<file path="src/rtl/wb_master_arbiter_if.sv">
// Wishbone classic single-master bus between the arbiter and the ethmac slave port.
// Signal names keep the master's _o/_i view so both ends read the same.
interface wb_master_arbiter_if #(
  parameter int AW = 10,
  parameter int DW = 32
);
  logic [AW-1:0] wb_adr_o;
  logic [DW-1:0] wb_dat_o;
  logic [3:0]    wb_sel_o;
  logic          wb_we_o;
  logic          wb_cyc_o;
  logic          wb_stb_o;
  logic [DW-1:0] wb_dat_i;
  logic          wb_ack_i;
  logic          wb_err_i;

  modport master (
    output wb_adr_o, wb_dat_o, wb_sel_o, wb_we_o, wb_cyc_o, wb_stb_o,
    input  wb_dat_i, wb_ack_i, wb_err_i
  );

  modport slave (
    input  wb_adr_o, wb_dat_o, wb_sel_o, wb_we_o, wb_cyc_o, wb_stb_o,
    output wb_dat_i, wb_ack_i, wb_err_i
  );
endinterface

</file>
<file path="src/rtl/wb_master_arbiter.sv">
// Two-requester round-robin arbiter driving one Wishbone classic master port,
// one transfer per grant, with a bounded wait for ack/err.
module wb_master_arbiter #(
  parameter int AW      = 10,
  parameter int DW      = 32,
  parameter int TIMEOUT = 16
) (
  input  logic              wb_clk_i,
  input  logic              wb_rst_i,
  input  logic [1:0]        req_valid,
  output logic [1:0]        req_ready,
  input  logic [1:0]        req_we,
  input  logic [2*AW-1:0]   req_adr,
  input  logic [7:0]        req_sel,
  input  logic [2*DW-1:0]   req_dat,
  output logic [1:0]        rsp_valid,
  output logic              rsp_err,
  output logic [DW-1:0]     rsp_dat,
  output logic              busy,
  wb_master_arbiter_if.master wb
);

  typedef enum logic [1:0] {IDLE, BUS, DONE} state_t;

  localparam logic [7:0] TO_LAST = 8'(TIMEOUT - 1);

  state_t        state_q, state_d;
  logic          last_q, last_d;
  logic          gnt_q, gnt_d;
  logic [7:0]    cnt_q, cnt_d;
  logic          cyc_q, cyc_d;
  logic          we_q, we_d;
  logic [AW-1:0] adr_q, adr_d;
  logic [DW-1:0] dat_q, dat_d;
  logic [3:0]    sel_q, sel_d;
  logic          rsp_err_q, rsp_err_d;
  logic [DW-1:0] rsp_dat_q, rsp_dat_d;
  logic          pick;

  // Under contention the requester not served last wins; otherwise the lone one.
  assign pick = (&req_valid) ? ~last_q : req_valid[1];

  always_comb begin
    state_d   = state_q;
    last_d    = last_q;
    gnt_d     = gnt_q;
    cnt_d     = cnt_q;
    cyc_d     = cyc_q;
    we_d      = we_q;
    adr_d     = adr_q;
    dat_d     = dat_q;
    sel_d     = sel_q;
    rsp_err_d = rsp_err_q;
    rsp_dat_d = rsp_dat_q;
    req_ready = 2'b00;
    rsp_valid = 2'b00;
    case (state_q)
      IDLE: begin
        if ((|req_valid) && !wb_rst_i) begin
          req_ready = pick ? 2'b10 : 2'b01;
          gnt_d     = pick;
          we_d      = req_we[pick];
          adr_d     = pick ? req_adr[2*AW-1:AW] : req_adr[AW-1:0];
          dat_d     = pick ? req_dat[2*DW-1:DW] : req_dat[DW-1:0];
          sel_d     = pick ? req_sel[7:4] : req_sel[3:0];
          cyc_d     = 1'b1;
          cnt_d     = 8'd0;
          state_d   = BUS;
        end
      end
      BUS: begin
        if (wb.wb_ack_i || wb.wb_err_i) begin
          // err wins when both arrive together
          rsp_dat_d = wb.wb_dat_i;
          rsp_err_d = wb.wb_err_i;
          cyc_d     = 1'b0;
          state_d   = DONE;
        end else if (cnt_q == TO_LAST) begin
          rsp_dat_d = '0;
          rsp_err_d = 1'b1;
          cyc_d     = 1'b0;
          state_d   = DONE;
        end else begin
          cnt_d = cnt_q + 8'd1;
        end
      end
      DONE: begin
        rsp_valid = gnt_q ? 2'b10 : 2'b01;
        last_d    = gnt_q;
        state_d   = IDLE;
      end
      default: state_d = IDLE;
    endcase
  end

  always_ff @(posedge wb_clk_i) begin
    if (wb_rst_i) begin
      state_q   <= IDLE;
      last_q    <= 1'b1;
      gnt_q     <= 1'b0;
      cnt_q     <= 8'd0;
      cyc_q     <= 1'b0;
      we_q      <= 1'b0;
      adr_q     <= '0;
      dat_q     <= '0;
      sel_q     <= 4'd0;
      rsp_err_q <= 1'b0;
      rsp_dat_q <= '0;
    end else begin
      state_q   <= state_d;
      last_q    <= last_d;
      gnt_q     <= gnt_d;
      cnt_q     <= cnt_d;
      cyc_q     <= cyc_d;
      we_q      <= we_d;
      adr_q     <= adr_d;
      dat_q     <= dat_d;
      sel_q     <= sel_d;
      rsp_err_q <= rsp_err_d;
      rsp_dat_q <= rsp_dat_d;
    end
  end

  assign wb.wb_cyc_o = cyc_q;
  assign wb.wb_stb_o = cyc_q;
  assign wb.wb_we_o  = we_q;
  assign wb.wb_adr_o = adr_q;
  assign wb.wb_dat_o = dat_q;
  assign wb.wb_sel_o = sel_q;
  assign rsp_err     = rsp_err_q;
  assign rsp_dat     = rsp_dat_q;
  assign busy        = (state_q != IDLE);

endmodule

</file>
<file path="src/flat_wrapper.sv">
// flat-port wrapper written by rule: the top's interface ports become plain ports
module wb_master_arbiter_flat 
#(
  parameter int AW      = 10,
  parameter int DW      = 32,
  parameter int TIMEOUT = 16
)
  (wb_clk_i, wb_rst_i, req_valid, req_ready, req_we, req_adr, req_sel, req_dat, rsp_valid, rsp_err, rsp_dat, busy, wb_wb_adr_o, wb_wb_dat_o, wb_wb_sel_o, wb_wb_we_o, wb_wb_cyc_o, wb_wb_stb_o, wb_wb_dat_i, wb_wb_ack_i, wb_wb_err_i);
  wb_master_arbiter_if #(.AW(AW), .DW(DW)) wb_i ();
  input  logic wb_clk_i;
  input  logic wb_rst_i;
  input  logic [1:0] req_valid;
  output logic [1:0] req_ready;
  input  logic [1:0] req_we;
  input  logic [2*AW-1:0] req_adr;
  input  logic [7:0] req_sel;
  input  logic [2*DW-1:0] req_dat;
  output logic [1:0] rsp_valid;
  output logic rsp_err;
  output logic [DW-1:0] rsp_dat;
  output logic busy;
  output wire logic [$bits(wb_i.wb_adr_o)-1:0] wb_wb_adr_o;
  output wire logic [$bits(wb_i.wb_dat_o)-1:0] wb_wb_dat_o;
  output wire logic [$bits(wb_i.wb_sel_o)-1:0] wb_wb_sel_o;
  output wire logic [$bits(wb_i.wb_we_o)-1:0] wb_wb_we_o;
  output wire logic [$bits(wb_i.wb_cyc_o)-1:0] wb_wb_cyc_o;
  output wire logic [$bits(wb_i.wb_stb_o)-1:0] wb_wb_stb_o;
  input wire logic [$bits(wb_i.wb_dat_i)-1:0] wb_wb_dat_i;
  input wire logic [$bits(wb_i.wb_ack_i)-1:0] wb_wb_ack_i;
  input wire logic [$bits(wb_i.wb_err_i)-1:0] wb_wb_err_i;
  assign wb_wb_adr_o = wb_i.wb_adr_o;
  assign wb_wb_dat_o = wb_i.wb_dat_o;
  assign wb_wb_sel_o = wb_i.wb_sel_o;
  assign wb_wb_we_o = wb_i.wb_we_o;
  assign wb_wb_cyc_o = wb_i.wb_cyc_o;
  assign wb_wb_stb_o = wb_i.wb_stb_o;
  assign wb_i.wb_dat_i = wb_wb_dat_i;
  assign wb_i.wb_ack_i = wb_wb_ack_i;
  assign wb_i.wb_err_i = wb_wb_err_i;
  wb_master_arbiter #(.AW(AW), .DW(DW), .TIMEOUT(TIMEOUT)) u_core (.wb_clk_i(wb_clk_i), .wb_rst_i(wb_rst_i), .req_valid(req_valid), .req_ready(req_ready), .req_we(req_we), .req_adr(req_adr), .req_sel(req_sel), .req_dat(req_dat), .rsp_valid(rsp_valid), .rsp_err(rsp_err), .rsp_dat(rsp_dat), .busy(busy), .wb(wb_i));
endmodule
</file>
<file path="config.mk">
export PLATFORM = sky130hd
export DESIGN_NAME = wb_master_arbiter_flat
export DESIGN_NICKNAME = d
export VERILOG_FILES = /design/src/rtl/wb_master_arbiter_if.sv /design/src/rtl/wb_master_arbiter.sv /design/src/flat_wrapper.sv
export SDC_FILE = /design/constraint.sdc
export NUM_CORES = 1
export LEC_CHECK = 0
export CORE_MARGIN = 5
export CORE_UTILIZATION = 38
export DETAILED_ROUTE_END_ITERATION = 16
export GPL_ROUTABILITY_DRIVEN = 0
export PLACE_DENSITY = 0.87
export REMOVE_ABC_BUFFERS = 1
export SETUP_SLACK_MARGIN = 0.05
export SLEW_MARGIN = 30
export SYNTH_ARGS = -nofsm -noshare
export SYNTH_HDL_FRONTEND = slang
export SYNTH_SLANG_ARGS = --single-unit
</file>
<file path="constraint.sdc">
create_clock -name wb_clk_i -period 2.2 [get_ports wb_clk_i]
set_input_delay 0.33 -clock wb_clk_i [delete_from_list [all_inputs] [get_ports wb_clk_i]]
set_output_delay 0.33 -clock wb_clk_i [all_outputs]
set_load 0.005 [all_outputs]
</file>
==> results.tsv, run 1 <==
metric	value	unit
clockRootBuffer	clkbuf_8	
crit_path_cell_trace	clkdlybuf4s50_1 > a21boi_4 > nand2_1 > inv_1 > clkdlybuf4s50_1	
post-route-period-util	93.5	%
hold_path_class	in -> reg	
dp_hpwl	8670	um
cts_made_buffers	9	
critical_path.startpoint	req_valid[1]	
avgSynthCellArea	10.2	sq um
p_leak	2.29	nW
syn2layout_area_growth	68.6	%
firstDrtPassIters	4	
drt_iter0_markers	139	
status	completed	
path_buf_inv	3	
top_usage_layer	met2	
crit_path_top_delay_cell	clkdlybuf4s50_1	
ys_seq_area_share	50.0	%
max_freq	486	MHz
die_h	109	um
cts_buffer_depth	2	
antenna_found_initial	1	
async_reset_ff_share	0	%
finClkSkew	0.0116	ns
start_kind	primary input	
n_antenna_cell	0	
syn_area	3720	sq um
fp.dieW	109	um
via_per_inst	5.06	
cp_max_fo	4	
max-slew-margin-rel	55.8	%
met1_usage	20.1	%
ff2ff_path_depth	5	
path_depth	5	
critical_path_class	in -> out	
gr-usage-met2	31.1	%
setup_viol	0	
hold_viol	0	
boundaryPins	219	
core	9680	sq um
grt_util_met3	8.35	%
drive_gt1_share	6.76	%
slew_viol_final	0	
crit_path_end_kind	output port	
drv_cap	0	
h-tree-depth	3	
power.density	653	nW/um^2
slowest_delay	0.50	ns
seq_area	1860	sq um
initial_core_util	38.4	%
yosysWarnings	0	
max-vdd-ir-drop	325	uV
worst_ep_arrival_time	1.73	ns
clock_sinks	93	
post-route-drc-count	0	
detail_route.wirelength	11200	um
wl_per_cell	15.7	um
rows	36	
critPathRequiredTime	1.87	ns
period_needed	2.06	ns
postCtsHoldBufs	0	
io_buffers	218	
tightest_slew	0.662	ns
multi_input_area	1730	sq um
power	4.10	mW
clkLatencyLatePin	0.36	ns
fill_cells	742	
r2r_end	u_core.rsp_dat[10]	
final_cell_mix	217 x clkdlybuf4s50_1, 92 x dfxtp_1, 51 x nor2_1	
grt_pass1_wl	17200	um
path_delay_family	buffers and inverters	
crit_end	req_ready[1]	
path_common_cell	clkdlybuf4s50_1	
setup_tns	0	ns
grt_pass1_vias	3599	
reg2reg_from	u_core.cnt_q[4]	
synth_ff_type	dfxtp_1	
nNetsFinal	705	
syn-instance-count	366	
track_usage	18.3	%
rsz0062_at_grt	true	
route.vias.total	3592	
tritoncts	built	
grt_max_degree	96	
synth_seq_cells	93	
final_common_cell	clkdlybuf4s50_1	
grt_overflow	0	
synth_edf_count	0	
dieArea	11900	sq um
r2r_slack	0.35	ns
path_clk_slew	0.08	ns
yosysUniqueCellTypes	44	
detail-route-antenna-nets	0	
[sequential cells by signal (all words and copies together) (netlist names)]
name,cells
u_core.wb.wb_adr_o,10
u_core.gnt_q,1
u_core.wb.wb_dat_o,32
u_core.last_q,1
u_core.cnt_q,8
u_core.rsp_dat,32
u_core.wb.wb_we_o,1
u_core.rsp_err,1
u_core.wb.wb_cyc_o,1
u_core.wb.wb_sel_o,4
u_core.state_q,2
[worst min-delay path by stage]
stage	start	endpoint	depth (start not counted)
after CTS	wb_rst_i	u_core.gnt_q	5
after detailed placement	u_core.rsp_dat[27]	u_core.rsp_dat[27]	1
after global placement	u_core.rsp_dat[7]	u_core.rsp_dat[7]	1
after floorplan	wb_rst_i	u_core.cnt_q[1]	1
final	wb_rst_i	u_core.gnt_q	5
after global routing	wb_rst_i	u_core.gnt_q	5
[where the power goes]
group          total (mW)  internal [mW]  switching, mW  leakage, nW
combinational       0.946          0.601          0.345         1.42
clock                1.26          0.646          0.611        0.113
sequential           1.90           1.82         0.0771        0.763
total                4.10           3.07           1.03         2.29
[through the flow]
step	cells	setup slack [ns]	utilization [%]	hold WS (ns)	cell area (sq um)
after floorplan	334	-2.11	-	0.399	3580
after global placement	693	0.118	62.4	0.460	6040
after detailed placement	693	0.0375	62.4	0.466	6040
after CTS	709	0.0711	64.7	0.416	6270
after global routing	710	0.0467	64.8	0.423	6280
final	710	0.143	64.8	0.423	6280
[timing repair]
| action | in CTS | in global routing |
|---|---|---|
| gates resized for setup | 1 | 1 |
| setup buffers | 0 | 1 |
| pin swaps | 0 | 1 |
| endpoints found under the setup margin | 1 | 2 |
[cell families after synthesis]
kind of cell               after synthesis  share of synthesized area [%]
AOI/OAI and AO/OA                      106                           22.2
adders and majority gates                1                          0.336
buffers and inverters                   36                           4.20
DFF                                     93                           50.0
muxes                                   47                           12.6
and+or+nand+nor                         83                           10.6
[metal layers]
layer,up-vias,share of wire [%]
li1,1770,-
met1,1637,38
met2,164,48
met3,19,12
met4,2,2.1
met5,-,0.12
[worst reg2reg max path, delay by kind of cell, from the launching register on]
kind / cells / cell delay [ns]
flops: 1 / 0.38
simple gates: 1 / 0.57
buf+inv: 1 / 0.20
compound gates: 3 / 0.59
[cells in the mapped netlist, types with 2 or more instances]
library cell	count	area share [%]
a211oi_1	47	9.5
a21oi_1	8	1.1
buf_2	11	1.5
nor2_1	51	5.1
buf_4	2	0.40
nand3_1	8	1.1
mux2i_1	47	13
buf_1	3	0.30
or3_1	2	0.34
o21ai_0	2	0.27
nand2_1	4	0.40
inv_1	4	0.40
clkbuf_1	16	1.6
nor3_1	3	0.40
a22o_1	32	7.5
o31ai_1	2	0.40
a31oi_1	4	0.67
dfxtp_1	93	50
nand3b_1	2	0.40
[area by class of cell]
cell class	instances	area share, %
Multi-Input combinational cell	237	27.5
Tap cell	133	2.65
Clock inverter	7	1.59
Timing Repair Buffer	227	36.4
Clock buffer	9	1.97
Sequential cell	93	29.7
Inverter	4	0.239
Power figures use the tool's default switching activity.
==> run 2: changes to the inputs <==
--- a/config.mk
+++ b/config.mk
@@ -6,10 +6,10 @@
 export NUM_CORES = 1
 export LEC_CHECK = 0
 export CORE_MARGIN = 5
-export CORE_UTILIZATION = 38
+export CORE_UTILIZATION = 34
 export DETAILED_ROUTE_END_ITERATION = 16
 export GPL_ROUTABILITY_DRIVEN = 0
-export PLACE_DENSITY = 0.87
+export PLACE_DENSITY = 0.82
 export REMOVE_ABC_BUFFERS = 1
 export SETUP_SLACK_MARGIN = 0.05
 export SLEW_MARGIN = 30
==> constraint.sdc (replaced) <==
create_clock -name wb_clk_i -period 1.76 [get_ports wb_clk_i]
set_input_delay 0.264 -clock wb_clk_i [delete_from_list [all_inputs] [get_ports wb_clk_i]]
set_output_delay 0.264 -clock wb_clk_i [all_outputs]
set_load 0.005 [all_outputs]
==> results.tsv, run 2 (synthesized netlist as in run 1, its figures left out) <==
metric	value	unit	change
setup_viol	0		unchanged
slew_viol_final	0		unchanged
min_to	u_core.cnt_q[5]		
tightest_slew	0.426	ns	-0.236 ns
place_inst	718		+3.6%
hold_viol	0		unchanged
rows	38		+5.6%
drive_gt1_share	12.5	%	+5.7 points
syn2layout_area_growth	76.0	%	
die_h	115	um	+5.2%
tritoncts	built		
firstDrtPassIters	4		unchanged
min-delay-start	wb_rst_i		
path_clk_slew	0.09	ns	about the same
grt_max_degree	71		-26%
setup_slack	0.0672	ns	-0.0754 ns
reg2reg_from	u_core.cnt_q[7]		
hold_path_class	in -> reg		
critPathRequiredTime	1.50	ns	-0.37 ns
initial_core_util	34.5	%	-3.9 points
cts_made_buffers	9		unchanged
h-tree-depth	3		unchanged
via_per_inst	4.94		-2.4%
max-slew-margin-rel	71.6	%	+16 points
dieArea	13100	sq um	+11%
post-route-period-util	96.2	%	
clock_sinks	93		unchanged
design_area	6550	sq um	+4.3%
final_common_cell	clkdlybuf4s50_1		
worst_ep_arrival_time	1.43	ns	-0.30 ns
clkLatencyLatePin	0.35	ns	about the same
wl_per_cell	16.2	um	+2.7%
r2r_end	u_core.rsp_dat[19]		
route.vias.total	3665		+2.0%
whs_path_depth	3		-2
grt_overflow	0		unchanged
r2r_slack	0.08	ns	-0.27 ns
n_antenna_cell	0		unchanged
clockRootBuffer	clkbuf_8		
period_needed	1.69	ns	
crit_path_end_kind	output port		
detail_route.wirelength	12000	um	+7.4%
core	10800	sq um	+11%
drv_cap	0		unchanged
nNetsFinal	730		+3.5%
postCtsHoldBufs	0		unchanged
post-route-drc-count	0		unchanged
cts_buffer_depth	2		unchanged
dp_slack	-0.235	ns	-0.272 ns
io_buffers	218		unchanged
cp_max_fo	3		-1
fp.dieW	115	um	+5.2%
antenna_found_initial	1		unchanged
ff2ff_path_depth	5		unchanged
status	completed		
critical_path.startpoint	u_core.state_q[0]		
track_usage	17.0	%	-1.4 points
rsz0062_at_grt	true		
p_leak	2.43	nW	+6.1%
dp_hpwl	8940	um	+3.1%
power.density	756	nW/um^2	+16%
place_area	6200	sq um	+2.7%
grt_pass1_wl	17800	um	+3.7%
max-vdd-ir-drop	451	uV	+39%
drt_iter0_markers	115		-17%
fill_cells	892		+20%
grt_pass1_vias	3689		+2.5%
max_freq	591	MHz	
detail-route-antenna-nets	0		unchanged
finClkSkew	0.0105	ns	-0.00118 ns
critical_path_class	reg -> out		
final_cell_mix	212 x clkdlybuf4s50_1, 89 x dfxtp_1, 50 x nor2_1		
finalNonFillerCells	742		+4.5%
start_kind	flop		
boundaryPins	219		unchanged
whs	0.419	ns	-0.00376 ns
[run 2: worst max-delay path, stage by stage, from the launching register on]
cell and delay, ns:
dfxtp_4 0.37, buf_6 0.12, buf_6 0.11, or2b_1 0.25
nor2_2 0.11, buf_2 0.13
[run 2: how the worst max path moves through the flow]
stage	cells past startpoint	end
4_1_cts	5	rsp_valid[1]
5_1_grt	5	rsp_valid[1]
6_report	5	rsp_valid[1]
3_3_place_gp	5	u_core.cnt_q[7]
2_1_floorplan	3	u_core.wb.wb_adr_o[0]
3_5_place_dp	5	u_core.cnt_q[7]
[run 2: cell type report]
cell class              instances  area, sq um  area share, %
well taps                     140          175           2.67
inverters                       4         15.0          0.229
clock buffers                  11          141           2.16
flip-flops and latches         93         1870           28.5
repair buffers                252         2520           38.5
clock inverters                 5         35.0          0.535
multi-input cells             237         1800           27.4
[run 2: repair_timing]
item,in CTS,in global routing
resized for setup,20,17
pin swaps,4,6
setup endpoints to repair,40,73
cloned,0,2
buffers inserted,4,2
[run 2: report_power, final]
group / internal [mW] / total (mW) / switching (mW)
sequential: 2.28 / 2.37 / 0.0942
combinational: 0.815 / 1.28 / 0.468
clock: 0.556 / 1.30 / 0.741
[run 2: metrics by stage]
step | setup TNS (ns) | utilization [%] | power [mW]
floorplan | -148.26 | - | 2.84
global placement | -4.95 | 57.5 | 3.62
detailed placement | -7.32 | 57.5 | 3.65
CTS | 0 | 59.6 | 4.99
global route | 0 | 60.7 | 5.21
finish | 0 | 60.7 | 4.95
[run 2: layer usage]
metal | routed length, um | track usage, % | up-vias
li1 | - | - | 1817
met1 | 4840 | 19.3 | 1671
met2 | 5810 | 29.6 | 161
met3 | 1160 | 5.71 | 14
met4 | 167 | 5.94 | 2
met5 | 18 | 0 | -
==> run 3: changes to the inputs <==
--- a/config.mk
+++ b/config.mk
@@ -10,6 +10,7 @@
 export DETAILED_ROUTE_END_ITERATION = 16
 export GPL_ROUTABILITY_DRIVEN = 0
 export PLACE_DENSITY = 0.82
+export RECOVER_POWER = 50
 export REMOVE_ABC_BUFFERS = 1
 export SETUP_SLACK_MARGIN = 0.05
 export SLEW_MARGIN = 30
==> results.tsv, run 3 (synthesized netlist as in run 1, its figures left out) <==
metric	value	unit	change
status	completed		
tightest_slew	0.434	ns	+0.00769 ns
die_h	115	um	unchanged
slew_viol_final	0		unchanged
crit_path_end_kind	output port		
initial_core_util	34.5	%	unchanged
max-vdd-ir-drop	446	uV	-1.2%
io_buffers	218		unchanged
design_area	6550	sq um	about the same
finish.utilization	60.7	%	about the same
rows	38		unchanged
final_common_cell	clkdlybuf4s50_1		
critPathRequiredTime	1.50	ns	about the same
grt_max_degree	71		unchanged
clockRootBuffer	clkbuf_8		
clkLatencyLatePin	0.35	ns	about the same
finClkSkew	0.0108	ns	+0.000336 ns
drive_gt1_share	12.5	%	unchanged
crit_path_cell_trace	buf_6 > buf_6 > or2b_1 > nor2_2 > buf_2		
grt_overflow	0		unchanged
power	4.88	mW	-1.4%
cts_buffer_depth	2		unchanged
boundaryPins	219		unchanged
detail_route.wirelength	12000	um	-0.14%
cp_max_fo	3		unchanged
cts_made_buffers	9		unchanged
post-route-period-util	96.2	%	about the same
worst_ep_arrival_time	1.43	ns	about the same
setup_viol	0		unchanged
core	10800	sq um	unchanged
setup_tns	0	ns	unchanged
p_leak	2.66	nW	+9.1%
via_per_inst	4.93		-0.14%
max-slew-margin-rel	71.1	%	-0.51 points
clock_sinks	93		unchanged
whs	0.419	ns	+0.000612 ns
syn2layout_area_growth	75.9	%	about the same
track_usage	17.0	%	unchanged
fp.dieW	115	um	unchanged
dp_slack	-0.235	ns	unchanged
route.vias.total	3660		-0.14%
dp_hpwl	8940	um	unchanged
detail-route-antenna-nets	0		unchanged
hold_viol	0		unchanged
drv_cap	0		unchanged
path_clk_slew	0.09	ns	about the same
wl_per_cell	16.1	um	-0.14%
critical_path_class	reg -> out		
final_cell_mix	130 x clkdlybuf4s50_1, 89 x dfxtp_1, 82 x dlygate4sd3_1		
rsz0062_at_grt	true		
place_inst	718		unchanged
nNetsFinal	730		unchanged
grt_pass1_vias	3689		unchanged
n_antenna_cell	0		unchanged
drt_iter0_markers	124		+7.8%
firstDrtPassIters	4		unchanged
max_freq	591	MHz	about the same
path_common_cell	buf_6		
start_kind	flop		
period_needed	1.69	ns	+0.0000673 ns
h-tree-depth	3		unchanged
power.density	745	nW/um^2	-1.4%
finalNonFillerCells	742		unchanged
setup_slack	0.0671	ns	-0.0000673 ns
crit_path_top_delay_cell	dfxtp_4		
post-route-drc-count	0		unchanged
antenna_found_initial	1		unchanged
grt_pass1_wl	17800	um	unchanged
slowest_delay	0.37	ns	about the same
hold_path_class	in -> reg		
tritoncts	built		
dieArea	13100	sq um	unchanged
place_area	6200	sq um	unchanged
[run 3: final timing paths]
kind / slack, ns / end / depth (start not counted) / start
hold reg to reg: 0.48 / u_core.rsp_dat[11] / 1 / u_core.rsp_dat[11]
setup / recovery: 0.07 / rsp_valid[1] / 5 / u_core.state_q[0]
setup reg to reg: 0.08 / u_core.rsp_dat[19] / 5 / u_core.cnt_q[7]
hold / removal: 0.42 / u_core.cnt_q[5] / 3 / wb_rst_i
[run 3: power breakdown]
part	total (mW)	internal, mW	switching [mW]	leakage (nW)
Sequential	2.36	2.27	0.0862	0.765
Combinational	1.22	0.754	0.468	1.80
Clock	1.29	0.556	0.739	0.0897
Total	4.88	3.58	1.29	2.66
[run 3: what timing repair did]
item	in CTS	in global routing
gates resized for setup	20	17
cloned	0	2
setup buffers	4	2
setup endpoints to repair	40	73
hold buffers	0	0
pin swaps	4	6
[run 3: critical path: cells and delay by family, from the launching register on]
kind | cells | cell delay [ns]
DFF | 1 | 0.37
buffers and inverters | 3 | 0.36
and+or+nand+nor | 2 | 0.36
[run 3: cell type report]
| type | count | area [sq um] |
|---|---|---|
| Fill cell | 893 | 4250 |
| Multi-Input combinational cell | 237 | 1800 |
| Inverter | 4 | 15.0 |
| Tap cell | 140 | 175 |
| Sequential cell | 93 | 1870 |
| Timing Repair Buffer | 252 | 2520 |
| Clock inverter | 5 | 35.0 |
| Clock buffer | 11 | 141 |
[run 3: per-layer routing]
| layer | wire (um) | part of all wire, % | GRT usage, % | vias up |
|---|---|---|---|---|
| li1 | - | - | - | 1823 |
| met1 | 4820 | 40 | 19.3 | 1661 |
| met2 | 5790 | 48 | 29.6 | 160 |
| met3 | 1190 | 9.9 | 5.71 | 14 |
| met4 | 167 | 1.4 | 5.94 | 2 |
| met5 | 18 | 0.15 | 0 | - |
